[src/rtl/watch_time_dp_pkg.sv]
// Shared field widths, field limits and prescaler helper for the watch time datapath.
package watch_time_dp_pkg;

  localparam int MSEC_W   = 7;
  localparam int SEC_W    = 6;
  localparam int MIN_W    = 6;
  localparam int HOUR_W   = 5;

  localparam int MSEC_MAX = 99;
  localparam int SEC_MAX  = 59;
  localparam int MIN_MAX  = 59;
  localparam int HOUR_MAX = 23;

  // Number of system clocks per msec-field tick.
  function automatic int calc_div(input int clk_freq, input int tick_hz);
    return clk_freq / tick_hz;
  endfunction

endpackage

[src/rtl/watch_time_dp_chk.sv]
// Simulation-only range checker for a wrapping counter's next state.
module wrap_counter_chk #(
  parameter int WIDTH = 8,
  parameter int MAX   = 255
) (
  input logic             clk,
  input logic             rst_n,
  input logic [WIDTH-1:0] cnt_nxt
);

  localparam logic [WIDTH-1:0] MAX_V = WIDTH'(MAX);

  // The value about to be loaded must always lie inside 0..MAX.
  a_nxt_in_range: assert property (@(posedge clk) disable iff (!rst_n) (cnt_nxt <= MAX_V));

endmodule

[src/rtl/watch_time_dp_tick_gen.sv]
// Prescaler that emits a registered one-cycle tick every DIV clocks, with a sync clear.
module tick_gen
  import watch_time_dp_pkg::*;
#(
  parameter int CLK_FREQ = 100_000_000,
  parameter int TICK_HZ  = 100
) (
  input  logic clk,
  input  logic rst_n,
  input  logic clr,
  output logic tick
);

  localparam int DIV = calc_div(CLK_FREQ, TICK_HZ);
  localparam int CW  = $clog2(DIV);
  localparam logic [CW-1:0] LAST_V = CW'(DIV - 1);
  localparam logic [CW-1:0] ZERO_V = {CW{1'b0}};
  localparam logic [CW-1:0] ONE_V  = CW'(1);

  logic [CW-1:0] cnt_r;
  logic [CW-1:0] cnt_nxt_s;
  logic          tick_r;
  logic          tick_nxt_s;

  // Next prescaler value; a clear also suppresses a tick due on the same edge.
  always_comb begin
    cnt_nxt_s  = cnt_r;
    tick_nxt_s = 1'b0;
    if (clr) begin
      cnt_nxt_s  = ZERO_V;
      tick_nxt_s = 1'b0;
    end else if (cnt_r == LAST_V) begin
      cnt_nxt_s  = ZERO_V;
      tick_nxt_s = 1'b1;
    end else begin
      cnt_nxt_s  = cnt_r + ONE_V;
      tick_nxt_s = 1'b0;
    end
  end

  // Prescaler and tick registers.
  always_ff @(posedge clk or negedge rst_n) begin
    if (!rst_n) begin
      cnt_r  <= ZERO_V;
      tick_r <= 1'b0;
    end else begin
      cnt_r  <= cnt_nxt_s;
      tick_r <= tick_nxt_s;
    end
  end

  assign tick = tick_r;

endmodule

[src/rtl/watch_time_dp_wrap_counter.sv]
// Modulo-(MAX+1) counter: clear > up > down > carry-in; wrap flags a carry-in rollover.
module wrap_counter #(
  parameter int WIDTH = 8,
  parameter int MAX   = 255,
  parameter int INIT  = 0
) (
  input  logic             clk,
  input  logic             rst_n,
  input  logic             clr,
  input  logic             up,
  input  logic             down,
  input  logic             inc,
  output logic [WIDTH-1:0] cnt,
  output logic             wrap
);

  localparam logic [WIDTH-1:0] MAX_V  = WIDTH'(MAX);
  localparam logic [WIDTH-1:0] INIT_V = WIDTH'(INIT);
  localparam logic [WIDTH-1:0] ZERO_V = {WIDTH{1'b0}};
  localparam logic [WIDTH-1:0] ONE_V  = WIDTH'(1);

  logic [WIDTH-1:0] cnt_r;
  logic [WIDTH-1:0] cnt_nxt_s;
  logic             wrap_s;
  logic             at_max_s;
  logic             at_zero_s;

  assign at_max_s  = (cnt_r == MAX_V);
  assign at_zero_s = (cnt_r == ZERO_V);

  // Next value; manual adjust overrides and drops the carry-in, and never carries out.
  always_comb begin
    cnt_nxt_s = cnt_r;
    wrap_s    = 1'b0;
    if (clr) begin
      cnt_nxt_s = ZERO_V;
    end else if (up) begin
      cnt_nxt_s = at_max_s ? ZERO_V : (cnt_r + ONE_V);
    end else if (down) begin
      cnt_nxt_s = at_zero_s ? MAX_V : (cnt_r - ONE_V);
    end else if (inc) begin
      cnt_nxt_s = at_max_s ? ZERO_V : (cnt_r + ONE_V);
      wrap_s    = at_max_s;
    end else begin
      cnt_nxt_s = cnt_r;
    end
  end

  // Counter register.
  always_ff @(posedge clk or negedge rst_n) begin
    if (!rst_n) begin
      cnt_r <= INIT_V;
    end else begin
      cnt_r <= cnt_nxt_s;
    end
  end

  assign cnt  = cnt_r;
  assign wrap = wrap_s;

  wrap_counter_chk #(
    .WIDTH (WIDTH),
    .MAX   (MAX)
  ) u_chk (
    .clk     (clk),
    .rst_n   (rst_n),
    .cnt_nxt (cnt_nxt_s)
  );

endmodule

[src/rtl/watch_time_dp.sv]
// Watch timekeeping datapath: 100 Hz tick, msec/sec/min/hour carry chain and manual adjust.
module watch_time_dp
  import watch_time_dp_pkg::*;
#(
  parameter int CLK_FREQ  = 100_000_000,
  parameter int TICK_HZ   = 100,
  parameter int INIT_HOUR = 12
) (
  input  logic              clk,
  input  logic              rst_n,
  input  logic              i_sec_up,
  input  logic              i_sec_down,
  input  logic              i_min_up,
  input  logic              i_min_down,
  input  logic              i_hour_up,
  input  logic              i_hour_down,
  output logic [MSEC_W-1:0] o_msec,
  output logic [SEC_W-1:0]  o_sec,
  output logic [MIN_W-1:0]  o_min,
  output logic [HOUR_W-1:0] o_hour,
  output logic              o_tick
);

  logic sec_adj_s;
  logic tick_s;
  logic msec_wrap_s;
  logic sec_wrap_s;
  logic min_wrap_s;
  logic hour_wrap_unused_s;

  // A second adjust restarts the current second from zero: msec and prescaler both clear.
  assign sec_adj_s = i_sec_up | i_sec_down;

  tick_gen #(
    .CLK_FREQ (CLK_FREQ),
    .TICK_HZ  (TICK_HZ)
  ) u_tick (
    .clk   (clk),
    .rst_n (rst_n),
    .clr   (sec_adj_s),
    .tick  (tick_s)
  );

  wrap_counter #(.WIDTH(MSEC_W), .MAX(MSEC_MAX), .INIT(0)) u_msec (
    .clk   (clk),
    .rst_n (rst_n),
    .clr   (sec_adj_s),
    .up    (1'b0),
    .down  (1'b0),
    .inc   (tick_s),
    .cnt   (o_msec),
    .wrap  (msec_wrap_s)
  );

  wrap_counter #(.WIDTH(SEC_W), .MAX(SEC_MAX), .INIT(0)) u_sec (
    .clk   (clk),
    .rst_n (rst_n),
    .clr   (1'b0),
    .up    (i_sec_up),
    .down  (i_sec_down),
    .inc   (msec_wrap_s),
    .cnt   (o_sec),
    .wrap  (sec_wrap_s)
  );

  wrap_counter #(.WIDTH(MIN_W), .MAX(MIN_MAX), .INIT(0)) u_min (
    .clk   (clk),
    .rst_n (rst_n),
    .clr   (1'b0),
    .up    (i_min_up),
    .down  (i_min_down),
    .inc   (sec_wrap_s),
    .cnt   (o_min),
    .wrap  (min_wrap_s)
  );

  // Hour rollover has no consumer; the day simply restarts at 00.
  wrap_counter #(.WIDTH(HOUR_W), .MAX(HOUR_MAX), .INIT(INIT_HOUR)) u_hour (
    .clk   (clk),
    .rst_n (rst_n),
    .clr   (1'b0),
    .up    (i_hour_up),
    .down  (i_hour_down),
    .inc   (min_wrap_s),
    .cnt   (o_hour),
    .wrap  (hour_wrap_unused_s)
  );

  assign o_tick = tick_s;

endmodule

[config.mk]
export PLATFORM = sky130hd
export DESIGN_NAME = watch_time_dp
export DESIGN_NICKNAME = d
export VERILOG_FILES = /design/src/rtl/watch_time_dp_pkg.sv /design/src/rtl/watch_time_dp_chk.sv /design/src/rtl/watch_time_dp_tick_gen.sv /design/src/rtl/watch_time_dp_wrap_counter.sv /design/src/rtl/watch_time_dp.sv
export SDC_FILE = /design/constraint.sdc
export NUM_CORES = 1
export LEC_CHECK = 0
export CELL_PAD_IN_SITES_DETAIL_PLACEMENT = 0
export CELL_PAD_IN_SITES_GLOBAL_PLACEMENT = 1
export CORE_UTILIZATION = 35
export CTS_CLUSTER_DIAMETER = 60
export DETAILED_ROUTE_END_ITERATION = 7
export PLACE_DENSITY_LB_ADDON = 0.3
export SETUP_SLACK_MARGIN = 0.1
export SLEW_MARGIN = 30
export SYNTH_ARGS = -nofsm -noshare
export SYNTH_HDL_FRONTEND = slang
export SYNTH_SLANG_ARGS = --single-unit
[constraint.sdc]
create_clock -name clk -period 2.9 [get_ports clk]
set_clock_uncertainty 0.1 [all_clocks]
set_input_delay 0.725 -clock clk [delete_from_list [all_inputs] [get_ports clk]]
set_output_delay 0.725 -clock clk [all_outputs]
set_load 0.01 [all_outputs]
==> impl_metrics.ini, run 1 <==
[placement]
place.gp.congestion = 0.788
dpl_worst_slack_ns = 0.157
io_buffers = 32
place_inst = 464
placed_cell_area_sq_um = 3420
dpl.hpwl_um = 5110

[flow_run]
max-cap-violations = 0

[detailed_routing]
first_pass_iters = 4
ant_nets = 0
wirelength_um = 7140
via_per_inst = 5.65
drc_errors = 0
initialDrtViolationCount = 134
dr_total_vias = 2661
wire_per_inst_um = 15.1

[critical_path]
worst-setup-path-type = primary input to flop
critPathMaxFanout = 10
worst_ep_arrival_time_ns = 2.56
max_stage_delay_ns = 0.49
critPathSlowestCell = nor4bb_1
cp_cell_sequence = clkdlybuf4s50_1 > nor4bb_1 > nand4_1 > buf_4 > o21ai_0 > mux2i_1
setup.worst_path.end_class = flop
cp_data_required_time_ns = 3.02
start_kind = primary input

[logic_synthesis]
ys_warn_count = 0
synth_compound_area_share_pct = 20.3
synth_simple_gate_area_share_pct = 25.7
synthCells = 335
synth_top_family_by_area = simple AND/OR/NAND/NOR gates
postSynthAreaPerCell_sq_um = 8.89
synth_enable_flop_cells = 0
yosys_register_bits = 45
async_flop_share_pct = 100
yosysSeqAreaShare_pct = 37.9
synth_xor_area_share_pct = 5.29
syn_area_sq_um = 2980
synth_nets = 353
synth_mux_area_share_pct = 2.77
yosysUniqueCellTypes = 63
synthFlopType = dfrtp_1
synth_adder_area_share_pct = 4.20

[floorplanning]
core_sq_um = 8220
die_x_um = 94.2
initial_core_util_pct = 36.2
dieArea_sq_um = 8880
num_io_pins = 33
dieHeight_um = 94.2
row_count = 33

[sta]
setup_slack_ns = 0.454
setup_viol_count_final = 0
tns_ns = 0
maxSlewViolCount = 0
rsz0062_at_grt = no
fmaxAchievable_mhz = 409
period_minus_slack_ns = 2.45
holdWs_ns = 0.241
max_slew_margin_pct = 50.5
finalCritPeriodShare_pct = 84.4
tightest_slew_ns = 0.737
hold_viol = 0

[final_layout]
area_growth_pct = 17.9
multiInputGateArea_sq_um = 1740
design_area_sq_um = 3510
final_cells = 471
fin_nets = 384
drive_gt1_share_pct = 7.38
diodes = 0
seqCellArea_sq_um = 1130
nFillCells = 801
final_util_pct = 42.7

[clock_network]
insertion_delay_ns = 0.29
cts_num_sinks = 45
clk_pin_slew_ns = 0.08
cts_root_buf = clkbuf_8
tritoncts = yes
ctsResizeCount = 0
cts.hold.buffers_added = 0
postCtsSetupBuffers = 0
cts_inserted_buffers = 5
clock_path_buffers = 2
htree_levels = 2

[power]
powerDensity_nw_per_um2 = 668
total_power_mw = 2.34
power_leakage_nw = 1.37
vdd_drop_max_v = 0.000211

[global_route]
grt_pass1_vias = 2552
grt_max_degree = 19
grt_pass1_wl_um = 12400
grt_usage_pct = 17.6
antenna_found_initial = 0
gr-total-overflow = 0

[outcome]
outcome = completed

[worst_hold_path]
min_path_type = primary input to async pin
cell type report:
type / instances / share of cell area [%]
sequential: 45 / 32.2
multi-input combinational: 260 / 49.4
inverter: 14 / 1.50
tap: 105 / 3.74
clock buffer: 7 / 2.46
timing repair buffer: 40 / 10.7
cell usage after synthesis, drive strengths merged, types with 3 or more instances:
cell type,count,area [sq um]
a211oi,9,67.6
a21oi,17,85.1
a221oi,3,26.3
a22o,3,26.3
a31oi,5,31.3
and2,3,18.8
and3,5,31.3
and3b,4,35.0
and4,4,36.3
buf,5,20.0
clkbuf,11,41.3
dfrtp,43,1080
ha,10,125
inv,14,52.6
mux2i,6,60.1
nand2,22,82.6
nand2b,3,18.8
nand3,13,65.1
nand3b,4,30.0
nand4,6,37.5
nand4b,4,35.0
nor2,34,128
nor2b,6,37.5
nor3,7,35.0
nor4,6,37.5
o21ai,13,65.1
o22ai,4,25.0
o31ai,4,35.0
or3,4,25.0
or4,3,22.5
xnor2,10,87.6
xor2,8,70.1
layout by cell type (no fill, tap or decap), types with 3 or more instances in the layout:
master	n
a21oi_1	17
and3b_1	4
nand3b_1	4
clkbuf_8	6
o21ai_0	13
nand4_1	6
nand4b_1	4
nor4_1	6
a31oi_1	5
nor3_1	7
a211oi_1	9
o31ai_1	3
and2_1	3
nor2b_1	6
inv_1	14
a221oi_1	3
a22o_1	3
o22ai_1	4
ha_1	10
nor2_1	34
or3_1	4
buf_4	8
nand3_1	13
dfrtp_1	43
nand2_1	22
xnor2_1	10
xor2_1	8
mux2i_1	6
and4_1	3
and3_1	5
or4_1	3
nand2b_1	3
clkdlybuf4s50_1	31
registers in the layout (all words and copies together), names as in the netlist:
register,count
u_msec.cnt,7
u_min.cnt,6
u_tick.tick,1
u_hour.cnt,5
u_sec.cnt,6
u_tick.cnt_r,20
report_power, final:
part / leakage (nW) / switching (mW) / internal [mW]
clock network: 0.0443 / 0.202 / 0.189
registers: 0.597 / 0.246 / 0.739
logic: 0.730 / 0.455 / 0.513
kinds of logic (layout without fill, tap and decap cells):
logic type               count (synthesis)  count (layout)
adder cells (fa/ha/maj)                 10              10
multiplexers                             8               8
AND/OR/NAND/NOR                        138             138
buffers and inverters                   30              61
AO/OA/AOI/OAI                           86              86
flip-flops                              45              45
XOR/XNOR                                18              18
layer usage:
metal | wire, um | global-route usage, %
met3 | 260 | 2.83
met5 | 0 | 0
met4 | 48 | 4.23
met2 | 3380 | 28.2
met1 | 3440 | 24.7
worst max-delay path, delay by kind of cell:
kind / cells / cell delay [ns]
AO/OA/AOI/OAI: 1 / 0.32
buffers and inverters: 2 / 0.66
multiplexers: 1 / 0.22
AND/OR/NAND/NOR: 2 / 0.64
worst paths after layout:
kind / end / cells after the start / from / slack [ns]
setup reg to reg: u_tick.cnt_r[18]$_DFF_PN0_ / 5 / u_tick.cnt_r[0]$_DFF_PN0_ / 0.58
hold / removal: u_sec.cnt[2]$_DFFE_PN0P_ / 1 / rst_n / 0.24
setup / recovery: u_hour.cnt[4]$_DFFE_PN0P_ / 6 / i_sec_down / 0.45
min in group clk: u_tick.cnt_r[0]$_DFF_PN0_ / 1 / u_tick.cnt_r[0]$_DFF_PN0_ / 0.41
hold reg to reg: u_tick.cnt_r[0]$_DFF_PN0_ / 1 / u_tick.cnt_r[0]$_DFF_PN0_ / 0.41
max in group asynchronous: u_tick.tick$_DFF_PN0_ / 2 / rst_n / 1.88
Power figures use the tool's default switching activity.
==> run 2, diff against run 1 <==
- clock period: 2.9 -> 2.11 ns (I/O delays scaled with it)
==> run 2 against run 1 <==
Compared with the run above: via count up 7.5%; die area unchanged; cell count up 11%; worst hold slack worse by 0.15 ns; global-route usage up 0.74 points; non-clock buffer count up 52; register-to-register slack worse by 0.53 ns; total power up 54%; highest routed layer unchanged.
==> impl_metrics.ini, run 2 (synthesized netlist as in run 1, its figures left out) <==
[final_layout]
final_common_cell = buf_4
final_util_pct = 49.2
drive_gt1_share_pct = 24.3
seqCellArea_sq_um = 1140
mostFrequentLayoutCells = buf_4 (56), nor2_1 (34), dfrtp_1 (32)
final_cells = 524
diodes = 0
regMostFlops = u_tick.cnt_r
area_growth_pct = 35.7
design_area_sq_um = 4040
largest_reg_flops = 20
nFillCells = 777
fin_nets = 436
multiInputGateArea_sq_um = 1810

[detailed_routing]
wirelength_um = 7830
via_per_inst = 5.46
initialDrtViolationCount = 135
wire_per_inst_um = 14.9
ant_nets = 0
drc_errors = 0
first_pass_iters = 4
dr_total_vias = 2861

[clock_network]
clk_pin_slew_ns = 0.09
clock_path_buffers = 2
cts.hold.buffers_added = 0
cts_num_sinks = 45
insertion_delay_ns = 0.30
cts_root_buf = clkbuf_8
tritoncts = yes
htree_levels = 2
cts_inserted_buffers = 5

[power]
total_power_mw = 3.61
power_leakage_nw = 1.72
powerDensity_nw_per_um2 = 893
vdd_drop_max_v = 0.000384

[floorplanning]
initial_core_util_pct = 36.2
dieHeight_um = 94.2
core_sq_um = 8220
num_io_pins = 33
dieArea_sq_um = 8880
row_count = 33
die_x_um = 94.2

[global_route]
gr-total-overflow = 0
grtUsageMet3_pct = 2.91
grt_usage_pct = 18.4
antenna_found_initial = 0
grt_max_degree = 46
use_met2_pct = 30.1
grt_pass1_vias = 2671
grt_util_met1_pct = 25.5
grt.busiest_layer = met2
grt_pass1_wl_um = 13000

[placement]
io_buffers = 32
place_inst = 502
placed_cell_area_sq_um = 3730
dpl.hpwl_um = 5480
dpl_worst_slack_ns = -0.250
place.gp.congestion = 0.853

[sta]
setup_viol_count_final = 0
period_minus_slack_ns = 2.06
tns_ns = 0
hold_viol = 0
max_slew_margin_pct = 66.2
holdWs_ns = 0.0874
finalCritPeriodShare_pct = 97.7
rsz0062_at_grt = yes
fmaxAchievable_mhz = 485
tightest_slew_ns = 0.503
maxSlewViolCount = 0
setup_slack_ns = 0.0476

[critical_path]
reg2reg_setup_slack_ns = 0.05
setup.worst_path.end_class = flop
reg2reg_to = u_tick.cnt_r[18]$_DFF_PN0_
worst_ep_arrival_time_ns = 2.20
critPathMaxFanout = 6
worst-setup-path-type = flop to flop
cp_data_required_time_ns = 2.25
worstReg2RegStart = u_tick.cnt_r[0]$_DFF_PN0_
r2r_cells = 5
start_kind = flop

[worst_hold_path]
min_path_type = primary input to async pin

[outcome]
outcome = completed

[flow_run]
max-cap-violations = 0
[run 2: cell count changes in the layout (fill, tap and decap cells not counted), moves of 7 or more]
cell / before / now
dlymetal6s2s_1: 0 / 7
dfrtp_2: 0 / 11
buf_4: 8 / 56
clkdlybuf4s50_1: 31 / 22
dfrtp_1: 43 / 32
[run 2: area by class of cell]
cell class / count / share of cell area [%]
inverter: 14 / 1.30
sequential: 45 / 28.3
clock inverter: 2 / 0.341
clock buffer: 6 / 2.04
timing repair buffer: 92 / 20.0
multi-input combinational: 260 / 44.8
tap: 105 / 3.25
[run 2: power breakdown]
| group | total (mW) | internal (mW) | switching (mW) | leakage, nW |
|---|---|---|---|---|
| Sequential | 1.23 | 1.03 | 0.196 | 0.582 |
| Clock | 0.590 | 0.266 | 0.324 | 0.0512 |
| Combinational | 1.79 | 0.928 | 0.864 | 1.09 |
[run 2: worst max-delay path by stage]
stage                                         start  cells after the start                    endpoint  slack [ns]
final                     u_tick.cnt_r[0]$_DFF_PN0_                      5  u_tick.cnt_r[18]$_DFF_PN0_        0.05
after global routing      u_tick.cnt_r[0]$_DFF_PN0_                      5  u_tick.cnt_r[18]$_DFF_PN0_       -0.02
after CTS                 u_tick.cnt_r[1]$_DFF_PN0_                      5  u_tick.cnt_r[18]$_DFF_PN0_        0.07
after detailed placement                 i_sec_down                      6    u_min.cnt[3]$_DFFE_PN0P_       -0.25
after global placement                   i_sec_down                      6    u_min.cnt[3]$_DFFE_PN0P_       -0.25
after floorplan           u_tick.cnt_r[0]$_DFF_PN0_                      6  u_tick.cnt_r[18]$_DFF_PN0_         0.1
[run 2: metal layers]
metal | vias up | share of wire [%]
met2 | 62 | 48
met3 | 10 | 3.3
met4 | 0 | 1.1
li1 | 1423 | -
met1 | 1366 | 48
met5 | - | 0
[run 2: critical path, cell delays in order (launching register included)]
cell and delay (ns):
dfrtp_1 0.40, ha_4 0.16, nand4_1 0.12, or4_4 0.58, or4_4 0.50, a21oi_2 0.13
[run 2: timing repair]
item / CTS / global route
resized for setup: 10 / 24
pin swaps: 1 / 8
cloned: 0 / 1
setup endpoints to repair: 30 / 32
buffers inserted: 3 / 10
==> run 3, diff against run 2 <==
- CTS_BUF_LIST: not set -> sky130_fd_sc_hd__clkbuf_4 sky130_fd_sc_hd__clkbuf_8
==> results of run 3 <==
Final layout, timing and power as in run 2 (identical DEF).
